## config.mk

```make
export PLATFORM = sky130hd
export DESIGN_NAME = pipe_hazard_ctrl_flat
export DESIGN_NICKNAME = d
export VERILOG_FILES = /design/src/rtl/pipe_hazard_if.sv /design/src/rtl/pipe_hazard_ctrl.sv /design/src/flat_wrapper.sv
export SDC_FILE = /design/constraint.sdc
export NUM_CORES = 1
export LEC_CHECK = 0
export CAP_MARGIN = 20
export CELL_PAD_IN_SITES_DETAIL_PLACEMENT = 0
export CELL_PAD_IN_SITES_GLOBAL_PLACEMENT = 1
export CORE_AREA = 2 2 41 52
export CTS_CLUSTER_DIAMETER = 120
export DETAILED_ROUTE_END_ITERATION = 8
export DIE_AREA = 0 0 43 54
export DONT_BUFFER_PORTS = 1
export GPL_ROUTABILITY_DRIVEN = 0
export PLACE_DENSITY = 0.77
export SLEW_MARGIN = 20
export SYNTH_ARGS = -nofsm -noshare
export SYNTH_HDL_FRONTEND = slang
export SYNTH_SLANG_ARGS = --single-unit
```

## constraint.sdc

```tcl
create_clock -name clk -period 3.1 [get_ports clk]
set_input_delay 0.31 -clock clk [delete_from_list [all_inputs] [get_ports clk]]
set_output_delay 0.31 -clock clk [all_outputs]
set_load 0.02 [all_outputs]
```

## src/rtl/pipe_hazard_if.sv

```systemverilog
// pipe_hazard_if: hazard-control bundle; master = datapath, slave = pipe_hazard_ctrl.
//   sources  : rs1_d rs2_d rs1_e rs2_e rd_e rd_m rd_w load_e regwrite_m regwrite_w pc_src_e mem_req_m mem_ready
//   controls : en_f en_d en_e en_m en_w clr_d clr_e clr_w fwd_a_e fwd_b_e mem_timeout
//   HAZARD_PERF_CNT_EN adds stall_cnt / flush_cnt
interface pipe_hazard_if #(
  parameter int REG_AW = 5
`ifdef HAZARD_PERF_CNT_EN
  , parameter int CNT_W = 32
`endif
);
  logic [REG_AW-1:0] rs1_d, rs2_d, rs1_e, rs2_e, rd_e, rd_m, rd_w;
  logic load_e, regwrite_m, regwrite_w, pc_src_e, mem_req_m, mem_ready;
  logic en_f, en_d, en_e, en_m, en_w, clr_d, clr_e, clr_w;
  logic [1:0] fwd_a_e, fwd_b_e;
  logic mem_timeout;
`ifdef HAZARD_PERF_CNT_EN
  logic [CNT_W-1:0] stall_cnt, flush_cnt;
`endif
  modport master(
    output rs1_d, rs2_d, rs1_e, rs2_e, rd_e, rd_m, rd_w,
    output load_e, regwrite_m, regwrite_w, pc_src_e, mem_req_m, mem_ready,
    input en_f, en_d, en_e, en_m, en_w, clr_d, clr_e, clr_w, fwd_a_e, fwd_b_e, mem_timeout
`ifdef HAZARD_PERF_CNT_EN
    , input stall_cnt, flush_cnt
`endif
  );
  modport slave(
    input rs1_d, rs2_d, rs1_e, rs2_e, rd_e, rd_m, rd_w,
    input load_e, regwrite_m, regwrite_w, pc_src_e, mem_req_m, mem_ready,
    output en_f, en_d, en_e, en_m, en_w, clr_d, clr_e, clr_w, fwd_a_e, fwd_b_e, mem_timeout
`ifdef HAZARD_PERF_CNT_EN
    , output stall_cnt, flush_cnt
`endif
  );
endinterface

```

## src/rtl/pipe_hazard_ctrl.sv

```systemverilog
// pipe_hazard_ctrl: 5-stage pipeline enables/clears, E-stage forwarding and memory-wait timeout FSM.
//   clk, reset (sync, active-high); hz = pipe_hazard_if.slave
//   HAZARD_PERF_CNT_EN adds saturating stall/flush counters
module pipe_hazard_ctrl #(
  parameter int REG_AW = 5,
  parameter int MAX_WAIT = 16
`ifdef HAZARD_PERF_CNT_EN
  , parameter int CNT_W = 32
`endif
) (
  input logic clk,
  input logic reset,
  pipe_hazard_if.slave hz
);
  localparam int CW = $clog2(MAX_WAIT);
  localparam logic [REG_AW-1:0] ZERO = '0;
  typedef enum logic [1:0] {IDLE, WAIT, TMO} state_t;
  state_t state, state_nxt;
  logic [CW-1:0] cnt, cnt_nxt;
  logic lu, mstall;
  always_ff @(posedge clk)
    if (reset) begin
      state <= IDLE;
      cnt <= '0;
    end else begin
      state <= state_nxt;
      cnt <= cnt_nxt;
    end
  always_comb begin
    state_nxt = state;
    cnt_nxt = cnt;
    case (state)
      IDLE: if (hz.mem_req_m && !hz.mem_ready) begin
        state_nxt = WAIT;
        cnt_nxt = CW'(1);
      end
      WAIT: if (hz.mem_ready) begin
        state_nxt = IDLE;
        cnt_nxt = '0;
      end else if (cnt == CW'(MAX_WAIT - 1)) state_nxt = TMO;
      else cnt_nxt = cnt + 1'b1;
      default: ;
    endcase
  end
  // mstall dominates; a branch resolving during a stall stays frozen in E until release
  always_comb begin
    hz.mem_timeout = state == TMO;
    lu = hz.load_e && hz.rd_e != ZERO && (hz.rd_e == hz.rs1_d || hz.rd_e == hz.rs2_d);
    mstall = hz.mem_req_m && !hz.mem_ready && !hz.mem_timeout;
    hz.en_f = !mstall && (hz.pc_src_e || !lu);
    hz.en_d = !mstall && (hz.pc_src_e || !lu);
    hz.en_e = !mstall;
    hz.en_m = !mstall;
    hz.en_w = 1'b1;
    hz.clr_d = !mstall && hz.pc_src_e;
    hz.clr_e = !mstall && (hz.pc_src_e || lu);
    hz.clr_w = mstall;
    hz.fwd_a_e = (hz.regwrite_m && hz.rd_m != ZERO && hz.rd_m == hz.rs1_e) ? 2'b10 :
                 (hz.regwrite_w && hz.rd_w != ZERO && hz.rd_w == hz.rs1_e) ? 2'b01 : 2'b00;
    hz.fwd_b_e = (hz.regwrite_m && hz.rd_m != ZERO && hz.rd_m == hz.rs2_e) ? 2'b10 :
                 (hz.regwrite_w && hz.rd_w != ZERO && hz.rd_w == hz.rs2_e) ? 2'b01 : 2'b00;
  end
`ifdef HAZARD_PERF_CNT_EN
  always_ff @(posedge clk)
    if (reset) begin
      hz.stall_cnt <= '0;
      hz.flush_cnt <= '0;
    end else begin
      if (!hz.en_d && !(&hz.stall_cnt)) hz.stall_cnt <= hz.stall_cnt + 1'b1;
      if (hz.clr_d && !(&hz.flush_cnt)) hz.flush_cnt <= hz.flush_cnt + 1'b1;
    end
`endif
endmodule

```

## src/flat_wrapper.sv

```systemverilog
// flat-port wrapper written by rule: the top's interface ports become plain ports
module pipe_hazard_ctrl_flat 
#(
  parameter int REG_AW = 5,
  parameter int MAX_WAIT = 16

)
  (clk, reset, hz_rs1_d, hz_rs2_d, hz_rs1_e, hz_rs2_e, hz_rd_e, hz_rd_m, hz_rd_w, hz_load_e, hz_regwrite_m, hz_regwrite_w, hz_pc_src_e, hz_mem_req_m, hz_mem_ready, hz_en_f, hz_en_d, hz_en_e, hz_en_m, hz_en_w, hz_clr_d, hz_clr_e, hz_clr_w, hz_fwd_a_e, hz_fwd_b_e, hz_mem_timeout);
  pipe_hazard_if #(.REG_AW(REG_AW)) hz_i ();
  input logic clk;
  input logic reset;
  input wire logic [$bits(hz_i.rs1_d)-1:0] hz_rs1_d;
  input wire logic [$bits(hz_i.rs2_d)-1:0] hz_rs2_d;
  input wire logic [$bits(hz_i.rs1_e)-1:0] hz_rs1_e;
  input wire logic [$bits(hz_i.rs2_e)-1:0] hz_rs2_e;
  input wire logic [$bits(hz_i.rd_e)-1:0] hz_rd_e;
  input wire logic [$bits(hz_i.rd_m)-1:0] hz_rd_m;
  input wire logic [$bits(hz_i.rd_w)-1:0] hz_rd_w;
  input wire logic [$bits(hz_i.load_e)-1:0] hz_load_e;
  input wire logic [$bits(hz_i.regwrite_m)-1:0] hz_regwrite_m;
  input wire logic [$bits(hz_i.regwrite_w)-1:0] hz_regwrite_w;
  input wire logic [$bits(hz_i.pc_src_e)-1:0] hz_pc_src_e;
  input wire logic [$bits(hz_i.mem_req_m)-1:0] hz_mem_req_m;
  input wire logic [$bits(hz_i.mem_ready)-1:0] hz_mem_ready;
  output wire logic [$bits(hz_i.en_f)-1:0] hz_en_f;
  output wire logic [$bits(hz_i.en_d)-1:0] hz_en_d;
  output wire logic [$bits(hz_i.en_e)-1:0] hz_en_e;
  output wire logic [$bits(hz_i.en_m)-1:0] hz_en_m;
  output wire logic [$bits(hz_i.en_w)-1:0] hz_en_w;
  output wire logic [$bits(hz_i.clr_d)-1:0] hz_clr_d;
  output wire logic [$bits(hz_i.clr_e)-1:0] hz_clr_e;
  output wire logic [$bits(hz_i.clr_w)-1:0] hz_clr_w;
  output wire logic [$bits(hz_i.fwd_a_e)-1:0] hz_fwd_a_e;
  output wire logic [$bits(hz_i.fwd_b_e)-1:0] hz_fwd_b_e;
  output wire logic [$bits(hz_i.mem_timeout)-1:0] hz_mem_timeout;
  assign hz_i.rs1_d = hz_rs1_d;
  assign hz_i.rs2_d = hz_rs2_d;
  assign hz_i.rs1_e = hz_rs1_e;
  assign hz_i.rs2_e = hz_rs2_e;
  assign hz_i.rd_e = hz_rd_e;
  assign hz_i.rd_m = hz_rd_m;
  assign hz_i.rd_w = hz_rd_w;
  assign hz_i.load_e = hz_load_e;
  assign hz_i.regwrite_m = hz_regwrite_m;
  assign hz_i.regwrite_w = hz_regwrite_w;
  assign hz_i.pc_src_e = hz_pc_src_e;
  assign hz_i.mem_req_m = hz_mem_req_m;
  assign hz_i.mem_ready = hz_mem_ready;
  assign hz_en_f = hz_i.en_f;
  assign hz_en_d = hz_i.en_d;
  assign hz_en_e = hz_i.en_e;
  assign hz_en_m = hz_i.en_m;
  assign hz_en_w = hz_i.en_w;
  assign hz_clr_d = hz_i.clr_d;
  assign hz_clr_e = hz_i.clr_e;
  assign hz_clr_w = hz_i.clr_w;
  assign hz_fwd_a_e = hz_i.fwd_a_e;
  assign hz_fwd_b_e = hz_i.fwd_b_e;
  assign hz_mem_timeout = hz_i.mem_timeout;
  pipe_hazard_ctrl #(.REG_AW(REG_AW), .MAX_WAIT(MAX_WAIT)) u_core (.clk(clk), .reset(reset), .hz(hz_i));
endmodule
```

# == Yosys cells after proc, flatten, opt, wreduce, memory -nomap -nowiden ==
# Index checks and enable logic that the tools add are counted.
# totals
regBits,6
output_inout_bits,13
word_cells,54
# classes
n_reduce_logical,27
eq_ne,12
n_mux,12
addsub,1
# ops
cell,count
$eq 5x5->1,6
$reduce_bool 5->1,3
$logic_and 1x1->1,13
$mux 4,3
$mux 2,5
$pmux 4 s2,1
$reduce_and 3->1,2
$add 4x1->4 const B,1
$eq 4x4->1 const B,1
$logic_not 1->1,4
$pmux 2 s2,1
$logic_or 1x1->1,3
$ne 3x2->1 const B,1
$ne 3x3->1 const B,1
$eq 2x1->1 const B,1
$eq 2x2->1 const B,1
$logic_not 2->1,1
$mux 1,2
$ne 2x1->1 const B,1
$reduce_bool 2->1,1

# == Logic depth before layout (Yosys ltp) ==
# Gate-level depths: netlist of the first run.
# depth
word_depth,6
depth_mapped,5
ltp_nobuf,5

# == Worst setup path after synthesis of the first run ==
# OpenSTA, ideal clock, no wires.
# synth_path
path_type,reg2out
startpoint,reg u_core.state[1]
endpoint,out hz_en_f
arrival_ns,1.917
setup_slack_ns,0.873
path_buffers,1
stages_incl_launch_ff,6
path_cell_list,dfxtp_1 > nor2b_1 > or2_2 > inv_1 > a41oi_1 > buf_4
# synth_via
elab_chain_cells,5
# synth_lines
item,line,rtl
"start, declared",pipe_hazard_ctrl.sv:18,"state_t state, state_nxt;"
"start signal, assigned",pipe_hazard_ctrl.sv:26,state <= state_nxt;
$eq 2x2->1,pipe_hazard_ctrl.sv:47,hz.mem_timeout = state == TMO;
net hz_mem_timeout,flat_wrapper.sv:35,output wire logic [$bits(hz_i.mem_timeout)-1:0] hz_mem_timeout;
$logic_not 1->1,pipe_hazard_ctrl.sv:49,mstall = hz.mem_req_m && !hz.mem_ready && !hz.mem_timeout;
$logic_and 1x1->1,pipe_hazard_ctrl.sv:49,
$logic_not 1->1,-,
net hz_en_e,flat_wrapper.sv:27,output wire logic [$bits(hz_i.en_e)-1:0] hz_en_e;
$logic_and 1x1->1,pipe_hazard_ctrl.sv:50,hz.en_f = !mstall && (hz.pc_src_e || !lu);
"end, declared",flat_wrapper.sv:25,output wire logic [$bits(hz_i.en_f)-1:0] hz_en_f;
# The timed path passes the listed nets, and every way through them passes these cells.

# == Final worst setup path of the first run ==
# layout_path
startpoint,reg u_core.state[1]
endpoint,out hz_clr_e
# layout_via
elab_chain_cells,5
# layout_lines
item,line,rtl
$eq 2x2->1,pipe_hazard_ctrl.sv:47,
net hz_mem_timeout,flat_wrapper.sv:35,
$logic_not 1->1,pipe_hazard_ctrl.sv:49,
$logic_and 1x1->1,pipe_hazard_ctrl.sv:49,
$logic_not 1->1,-,
net hz_en_e,flat_wrapper.sv:27,
$logic_and 1x1->1,pipe_hazard_ctrl.sv:56,hz.clr_e = !mstall && (hz.pc_src_e || lu);
"end, declared",flat_wrapper.sv:31,output wire logic [$bits(hz_i.clr_e)-1:0] hz_clr_e;
# The timed path passes the listed nets, and every way through them passes these cells.

==> tab_implementation.tex, run 1 <==
\begin{tabular}{lr}
\hline
Metric & Value \\
\hline
\multicolumn{2}{l}{\textbf{Worst setup path}} \\
Data arrival, critical path & 2.07 ns \\
Crit Path Max Fanout & 7 \\
Cell-by-cell listing of the critical path & nor2b\_1 > or2\_2 > inv\_1 > nor2\_1 > a41o\_1 \\
Buffers \& Inverters on Critical Path & 1 \\
Slowest Stage Delay on Critical Path & 0.43 ns \\
Cell with the largest stage delay on the worst path & sky130\_fd\_sc\_hd\_\_nor2b\_1 \\
Required time of the critical path & 2.79 ns \\
Setup Crit Path Kind & reg -> out \\
Critical Path Start Type & flip-flop \\
Critical Path End Type & primary output \\
Largest delay share family, worst path & simple AND/OR/NAND/NOR gates \\
\multicolumn{2}{l}{\textbf{Floorplanning}} \\
Area of the die & 2322 um\^{}2 \\
Number of top-level pins & 56 \\
Floorplan row count & 18 \\
Initial standard-cell utilization of the core & 0.3962 \\
Die Span X & 43 um \\
Floorplan core area & 1892 um\^{}2 \\
Die Span Y & 54 um \\
\multicolumn{2}{l}{\textbf{STA}} \\
Share of the cycle needed by the critical path after routing & 0.7684 \\
Top achievable clock speed & 419.8 MHz \\
Total setup violations reported at the end of the flow & 0 \\
Clk\_skew & 0.003087 ns \\
Total Negative Setup Slacks & 0 ns \\
Max-slew violation count & 0 \\
Final Hold Vio Count & 0 \\
Worst relative slew slack & 0.2683 \\
Setup repair after global routing missed its margin & no \\
Transition time at the pin with the least slew margin & 1.088 ns \\
Time the worst path needs with I/O delays and setup & 2.382 ns \\
\multicolumn{2}{l}{\textbf{Clock tree}} \\
TritonCTS clock tree & built \\
Skew-Pair Late Insertion Delay & 0.25 ns \\
Number of buffers inserted by post-CTS setup repair & 0 \\
Hold buffer count at CTS & 0 \\
Clk sink count & 6 \\
Count of H-tree levels built during CTS & 1 \\
Clock-pin slew on the worst setup and hold paths & 0.05 ns \\
Maximum number of buffers from clock root to sink & 2 \\
Inserted Clock Buffers & 3 \\
Number of gates resized after CTS & 0 \\
Root buf cell & sky130\_fd\_sc\_hd\_\_clkbuf\_4 \\
\multicolumn{2}{l}{\textbf{Layout}} \\
Nets & 144 \\
Number of standard cells in the layout, taps in and fillers out & 118 \\
Post-layout utilization of the core & 0.4220 \\
Antenna diode count & 0 \\
Fraction of layout cells with a size suffix above 1 & 0.1122 \\
Final standard cell area without fillers & 798.3 um\^{}2 \\
Number of fill cells & 214 \\
Layout Area Growth over Synthesis & 6.511\% \\
Area used by sequential logic in the layout & 120.1 um\^{}2 \\
Area used by multi-input combinational logic & 595.6 um\^{}2 \\
\multicolumn{2}{l}{\textbf{Route}} \\
Router iterations before antenna repair & 3 \\
Drt via density & 5.864 \\
DR DRC count & 0 \\
Via Count & 692 \\
Routed wirelength normalized by instance count & 14.29 um \\
Starting DRC count in detailed routing & 4 \\
Post-route antenna net violation count & 0 \\
Wirelength, routed & 1686 um \\
\multicolumn{2}{l}{\textbf{Placed design}} \\
Area after DPL & 767.0 um\^{}2 \\
HPWL Detailed & 1504 um \\
Count of buffers from port buffering & 0 \\
Number of placed cells counting well taps & 113 \\
\multicolumn{2}{l}{\textbf{Synth}} \\
Leading register cell type out of synthesis & sky130\_fd\_sc\_hd\_\_dfxtp\_1 \\
Area leader, netlist & sky130\_fd\_sc\_hd\_\_xnor2\_1 \\
Cell count after synthesis & 94 \\
Post-synthesis cell type count & 30 \\
Most common cell in the synthesized netlist & sky130\_fd\_sc\_hd\_\_xnor2\_1 \\
Most frequent cells after synthesis & sky130\_fd\_sc\_hd\_\_xnor2\_1 (16), sky130\_fd\_sc\_hd\_\_xor2\_1 (14), sky130\_fd\_sc\_hd\_\_dfxtp\_1 (6), sky130\_fd\_sc\_hd\_\_nor2\_1 (6), sky130\_fd\_sc\_hd\_\_nand3\_1 (5) \\
Number of flops mapped to enable cells by yosys & 0 \\
Cell area after technology mapping & 749.5 um\^{}2 \\
Mean Syn Cell Area & 7.973 um\^{}2 \\
Post-synthesis sequential area ratio & 0.1603 \\
Total of warnings raised by yosys & 0 \\
Largest cells by area after synthesis & sky130\_fd\_sc\_hd\_\_xnor2\_1 (19\%), sky130\_fd\_sc\_hd\_\_xor2\_1 (16\%), sky130\_fd\_sc\_hd\_\_dfxtp\_1 (16\%) \\
Area fraction of the dominant cell type after synthesis & 0.1870 \\
Synth async-reset ratio & 0 \\
Net count of the mapped netlist & 138 \\
Post-synthesis register bit count & 6 \\
\multicolumn{2}{l}{\textbf{Power}} \\
Highest ir drop seen on vdd & 175.6 uV \\
Power density normalized to cell area & 283.2 nW/um\^{}2 \\
Post-layout total power & 226.1 uW \\
Leakage dissipation & 0.0002720 uW \\
\multicolumn{2}{l}{\textbf{Outcome}} \\
Outcome & completed \\
\multicolumn{2}{l}{\textbf{GRT}} \\
Fraction of met1 tracks used by global routing & 0.1431 \\
Initial antenna violation count & 0 \\
Total overflow reported by the global router & 0 \\
First-pass GRT wire length & 2532 um \\
All-layer global routing usage & 0.1463 \\
Met2 track demand over resource & 0.2626 \\
Global route hottest layer & met2 \\
Via count of the first global-routing pass & 666 \\
Routing usage on met3 & 0.04027 \\
Maximum number of pins on one net before global-route repair & 8 \\
\multicolumn{2}{l}{\textbf{Flow run}} \\
Maximum Capacitance Violations & 0 \\
\multicolumn{2}{l}{\textbf{Hold path}} \\
Class of the most critical hold timing path & in -> reg \\
\hline
\end{tabular}
## flip-flops by register name (all words and copies together), names as in the netlist
register / count
u_core.state: 2
u_core.cnt: 4
## layout make-up
| class | count | share of cell area |
|---|---|---|
| Inverter | 3 | 0.01411 |
| Clock buffer | 3 | 0.02821 |
| Multi-Input combinational cell | 82 | 0.7461 |
| Sequential cell | 6 | 0.1505 |
| Tap cell | 20 | 0.03135 |
| Timing Repair Buffer | 4 | 0.02978 |
## worst paths after layout
check / start / end / slack, ns / cells past startpoint
max: u_core.state[1] / hz_clr_e / 0.72 / 5
min reg2reg: u_core.cnt[3] / u_core.cnt[3] / 0.48 / 1
min: reset / u_core.cnt[1] / 0.12 / 1
max reg2reg: u_core.cnt[0] / u_core.cnt[0] / 1.43 / 5
## report_power, final
group	leakage, uW	internal [uW]	switching [uW]	total, uW
Clock	0.0000138	43.9	29.3	73.1
Combinational	0.000209	36.5	34.3	70.8
Sequential	0.0000488	79.6	2.53	82.1
## per-stage QoR
stage	hold WS [ns]	setup slack [ns]
CTS	0.1224	0.7117
global placement	0.3806	0.9938
floorplan	0.3791	0.8734
finish	0.1219	0.7180
detailed placement	0.3817	0.9735
global route	0.1124	0.5653
## placed cells by master (no fill, tap or decap)
cell type / synthesis / final
sky130_fd_sc_hd__or3_1: 1 / 1
sky130_fd_sc_hd__clkbuf_1: 0 / 1
sky130_fd_sc_hd__nor2_1: 6 / 6
sky130_fd_sc_hd__o21ai_2: 1 / 1
sky130_fd_sc_hd__a41o_1: 1 / 1
sky130_fd_sc_hd__xor2_1: 14 / 14
sky130_fd_sc_hd__a221oi_2: 1 / 1
sky130_fd_sc_hd__o21ai_0: 1 / 1
sky130_fd_sc_hd__nor3_1: 3 / 3
sky130_fd_sc_hd__nor4_1: 2 / 2
sky130_fd_sc_hd__nor4_2: 2 / 2
sky130_fd_sc_hd__o21ai_1: 1 / 1
sky130_fd_sc_hd__nand3_1: 5 / 5
sky130_fd_sc_hd__nand2_1: 4 / 4
sky130_fd_sc_hd__and3_1: 1 / 1
sky130_fd_sc_hd__a311oi_1: 2 / 2
sky130_fd_sc_hd__clkbuf_4: 0 / 3
sky130_fd_sc_hd__nand3b_1: 1 / 1
sky130_fd_sc_hd__ha_1: 1 / 1
sky130_fd_sc_hd__o22ai_1: 1 / 1
sky130_fd_sc_hd__buf_4: 3 / 2
sky130_fd_sc_hd__dfxtp_1: 6 / 6
sky130_fd_sc_hd__inv_1: 3 / 3
sky130_fd_sc_hd__clkbuf_2: 0 / 1
sky130_fd_sc_hd__nor2b_1: 2 / 2
sky130_fd_sc_hd__xnor2_1: 16 / 16
sky130_fd_sc_hd__or2_2: 1 / 1
sky130_fd_sc_hd__a21oi_1: 4 / 4
sky130_fd_sc_hd__a41oi_1: 2 / 2
sky130_fd_sc_hd__conb_1: 1 / 1
sky130_fd_sc_hd__nor4b_1: 1 / 1
sky130_fd_sc_hd__or4_1: 4 / 4
sky130_fd_sc_hd__nand2b_1: 3 / 3
## layer usage
metal  part of all wire  up-vias
met4              0.028        0
met3              0.085        7
met1               0.35      314
li1                   -      342
met5                  0        -
met2               0.53       29
## cells by family (layout without fill, tap and decap cells)
| group | Yosys count | after routing | synth area share |
|---|---|---|---|
| compound gates | 14 | 14 | 0.1402 |
| simple gates | 36 | 36 | 0.2821 |
| flops | 6 | 6 | 0.1603 |
| other cells | 1 | 1 | 0.005004 |
| buf+inv | 6 | 10 | 0.04507 |
| xor+xnor | 30 | 30 | 0.3506 |
| fa+ha+maj | 1 | 1 | 0.01669 |
Power figures use the tool's default switching activity.
==> run 2: changes to the inputs <==
--- a/config.mk
+++ b/config.mk
@@ -8,13 +8,13 @@
 export CAP_MARGIN = 20
 export CELL_PAD_IN_SITES_DETAIL_PLACEMENT = 0
 export CELL_PAD_IN_SITES_GLOBAL_PLACEMENT = 1
-export CORE_AREA = 2 2 41 52
+export CORE_AREA = 2 2 44 57
 export CTS_CLUSTER_DIAMETER = 120
 export DETAILED_ROUTE_END_ITERATION = 8
-export DIE_AREA = 0 0 43 54
+export DIE_AREA = 0 0 46 59
 export DONT_BUFFER_PORTS = 1
 export GPL_ROUTABILITY_DRIVEN = 0
-export PLACE_DENSITY = 0.77
+export PLACE_DENSITY = 0.69
 export SLEW_MARGIN = 20
 export SYNTH_ARGS = -nofsm -noshare
 export SYNTH_HDL_FRONTEND = slang
==> constraint.sdc (replaced) <==
create_clock -name clk -period 2.1 [get_ports clk]
set_input_delay 0.21 -clock clk [delete_from_list [all_inputs] [get_ports clk]]
set_output_delay 0.21 -clock clk [all_outputs]
set_load 0.02 [all_outputs]
==> tab_implementation.tex, run 2 (synthesis results as in run 1) <==
\begin{tabular}{lr}
\hline
Metric & Value \\
\hline
\multicolumn{2}{l}{\textbf{STA}} \\
Final setup margin & 0.1723 ns \\
Worst relative slew slack & 0.5495 \\
Total Negative Setup Slacks & 0 ns \\
Setup repair after global routing missed its margin & no \\
Time the worst path needs with I/O delays and setup & 1.928 ns \\
Max-slew violation count & 0 \\
Clk\_skew & 0.001200 ns \\
Top achievable clock speed & 518.7 MHz \\
Final Hold Vio Count & 0 \\
Share of the cycle needed by the critical path after routing & 0.9180 \\
Transition time at the pin with the least slew margin & 0.6702 ns \\
Total setup violations reported at the end of the flow & 0 \\
\multicolumn{2}{l}{\textbf{Worst setup path}} \\
Crit Path Max Fanout & 3 \\
Cell with the largest stage delay on the worst path & sky130\_fd\_sc\_hd\_\_or4\_1 \\
Slowest Stage Delay on Critical Path & 0.53 ns \\
Buffers \& Inverters on Critical Path & 3 \\
Critical Path Start Type & input port \\
Cell-by-cell listing of the critical path & or4\_1 > o21ai\_2 > nor4\_1 > clkbuf\_2 > clkbuf\_1 > nor4\_2 > buf\_4 \\
Data arrival, critical path & 1.72 ns \\
Critical Path End Type & primary output \\
Largest delay share family, worst path & simple AND/OR/NAND/NOR gates \\
Setup Crit Path Kind & in -> out \\
Required time of the critical path & 1.89 ns \\
\multicolumn{2}{l}{\textbf{Clock tree}} \\
Maximum number of buffers from clock root to sink & 2 \\
Number of gates resized after CTS & 0 \\
Clk sink count & 6 \\
Number of buffers inserted by post-CTS setup repair & 0 \\
Root buf cell & sky130\_fd\_sc\_hd\_\_clkbuf\_4 \\
Count of H-tree levels built during CTS & 1 \\
Skew-Pair Late Insertion Delay & 0.25 ns \\
Clock-pin slew on the worst setup and hold paths & 0.05 ns \\
Inserted Clock Buffers & 3 \\
Hold buffer count at CTS & 0 \\
TritonCTS clock tree & built \\
\multicolumn{2}{l}{\textbf{Layout}} \\
Largest register by flop count & u\_core.cnt \\
Flip-flop count of the largest register, all copies and words added & 4 \\
Final standard cell area without fillers & 850.8 um\^{}2 \\
Nets & 149 \\
Most common cell after layout, fill and taps aside & sky130\_fd\_sc\_hd\_\_xnor2\_1 \\
Antenna diode count & 0 \\
Layout Area Growth over Synthesis & 13.52\% \\
Area used by multi-input combinational logic & 609.3 um\^{}2 \\
Area used by sequential logic in the layout & 120.1 um\^{}2 \\
Most frequent cells in the layout & sky130\_fd\_sc\_hd\_\_xnor2\_1 (16), sky130\_fd\_sc\_hd\_\_xor2\_1 (14), sky130\_fd\_sc\_hd\_\_buf\_4 (7), sky130\_fd\_sc\_hd\_\_nor2\_1 (6), sky130\_fd\_sc\_hd\_\_dfxtp\_1 (6) \\
Number of fill cells & 229 \\
Fraction of layout cells with a size suffix above 1 & 0.1748 \\
Post-layout utilization of the core & 0.3977 \\
Leading registers by flop count & u\_core.cnt x4, u\_core.state x2 \\
\multicolumn{2}{l}{\textbf{GRT}} \\
All-layer global routing usage & 0.1264 \\
Maximum number of pins on one net before global-route repair & 8 \\
Total overflow reported by the global router & 0 \\
Initial antenna violation count & 0 \\
Via count of the first global-routing pass & 657 \\
First-pass GRT wire length & 2504 um \\
\multicolumn{2}{l}{\textbf{Flow run}} \\
Maximum Capacitance Violations & 0 \\
\multicolumn{2}{l}{\textbf{Placed design}} \\
Post-placement setup slack & 0.1889 ns \\
Count of buffers from port buffering & 0 \\
HPWL Detailed & 1543 um \\
Area after DPL & 813.3 um\^{}2 \\
\multicolumn{2}{l}{\textbf{Route}} \\
Via Count & 712 \\
DR DRC count & 0 \\
Drt via density & 5.742 \\
Post-route antenna net violation count & 0 \\
Starting DRC count in detailed routing & 4 \\
Routed wirelength normalized by instance count & 14.24 um \\
Wirelength, routed & 1766 um \\
Router iterations before antenna repair & 4 \\
\multicolumn{2}{l}{\textbf{Floorplanning}} \\
Floorplan row count & 19 \\
Area of the die & 2714 um\^{}2 \\
Initial standard-cell utilization of the core & 0.3503 \\
Die Span Y & 59 um \\
Number of top-level pins & 56 \\
Die Span X & 46 um \\
Floorplan core area & 2140 um\^{}2 \\
\multicolumn{2}{l}{\textbf{Power}} \\
Highest ir drop seen on vdd & 247.4 uV \\
Leakage dissipation & 0.0002986 uW \\
Power density normalized to cell area & 400.8 nW/um\^{}2 \\
\multicolumn{2}{l}{\textbf{Hold path}} \\
Class of the most critical hold timing path & in -> reg \\
\multicolumn{2}{l}{\textbf{Outcome}} \\
Outcome & completed \\
\hline
\end{tabular}
-- run 2: cell type report --
| class | instances | area share |
|---|---|---|
| inverters | 3 | 0.01324 |
| repair buffers | 9 | 0.07206 |
| multi-input cells | 82 | 0.7162 |
| well taps | 21 | 0.03088 |
| clock buffers | 3 | 0.02647 |
| flip-flops and latches | 6 | 0.1412 |
-- run 2: layer usage --
layer | track usage | routed length [um]
met1 | 0.1241 | 603
met5 | 0 | 0
met3 | 0.009146 | 126
met4 | 0.09796 | 52
met2 | 0.2302 | 984
-- run 2: worst paths after layout --
kind	depth (start not counted)	slack [ns]	startpoint	endpoint
max	7	0.17	hz_rd_m[4]	hz_fwd_b_e[0]
min	1	0.03	reset	u_core.cnt[1]
max reg2reg	5	0.48	u_core.cnt[0]	u_core.cnt[0]
min reg2reg	1	0.49	u_core.cnt[3]	u_core.cnt[3]
-- run 2: power breakdown --
group          total [uW]  internal, uW  switching [uW]
logic                 110          58.0            52.3
registers             121           117            3.69
clock network         110          64.9            44.8
-- run 2: metrics by stage --
| step | power [uW] | cells | hold WS (ns) |
|---|---|---|---|
| finish | 341.0 | 124 | 0.02667 |
| global route | 363.1 | 124 | 0.02176 |
| CTS | 345.3 | 122 | 0.01895 |
| detailed placement | 232.3 | 119 | 0.2857 |
| global placement | 230.1 | 119 | 0.2811 |
| floorplan | 218.8 | 94 | 0.2791 |
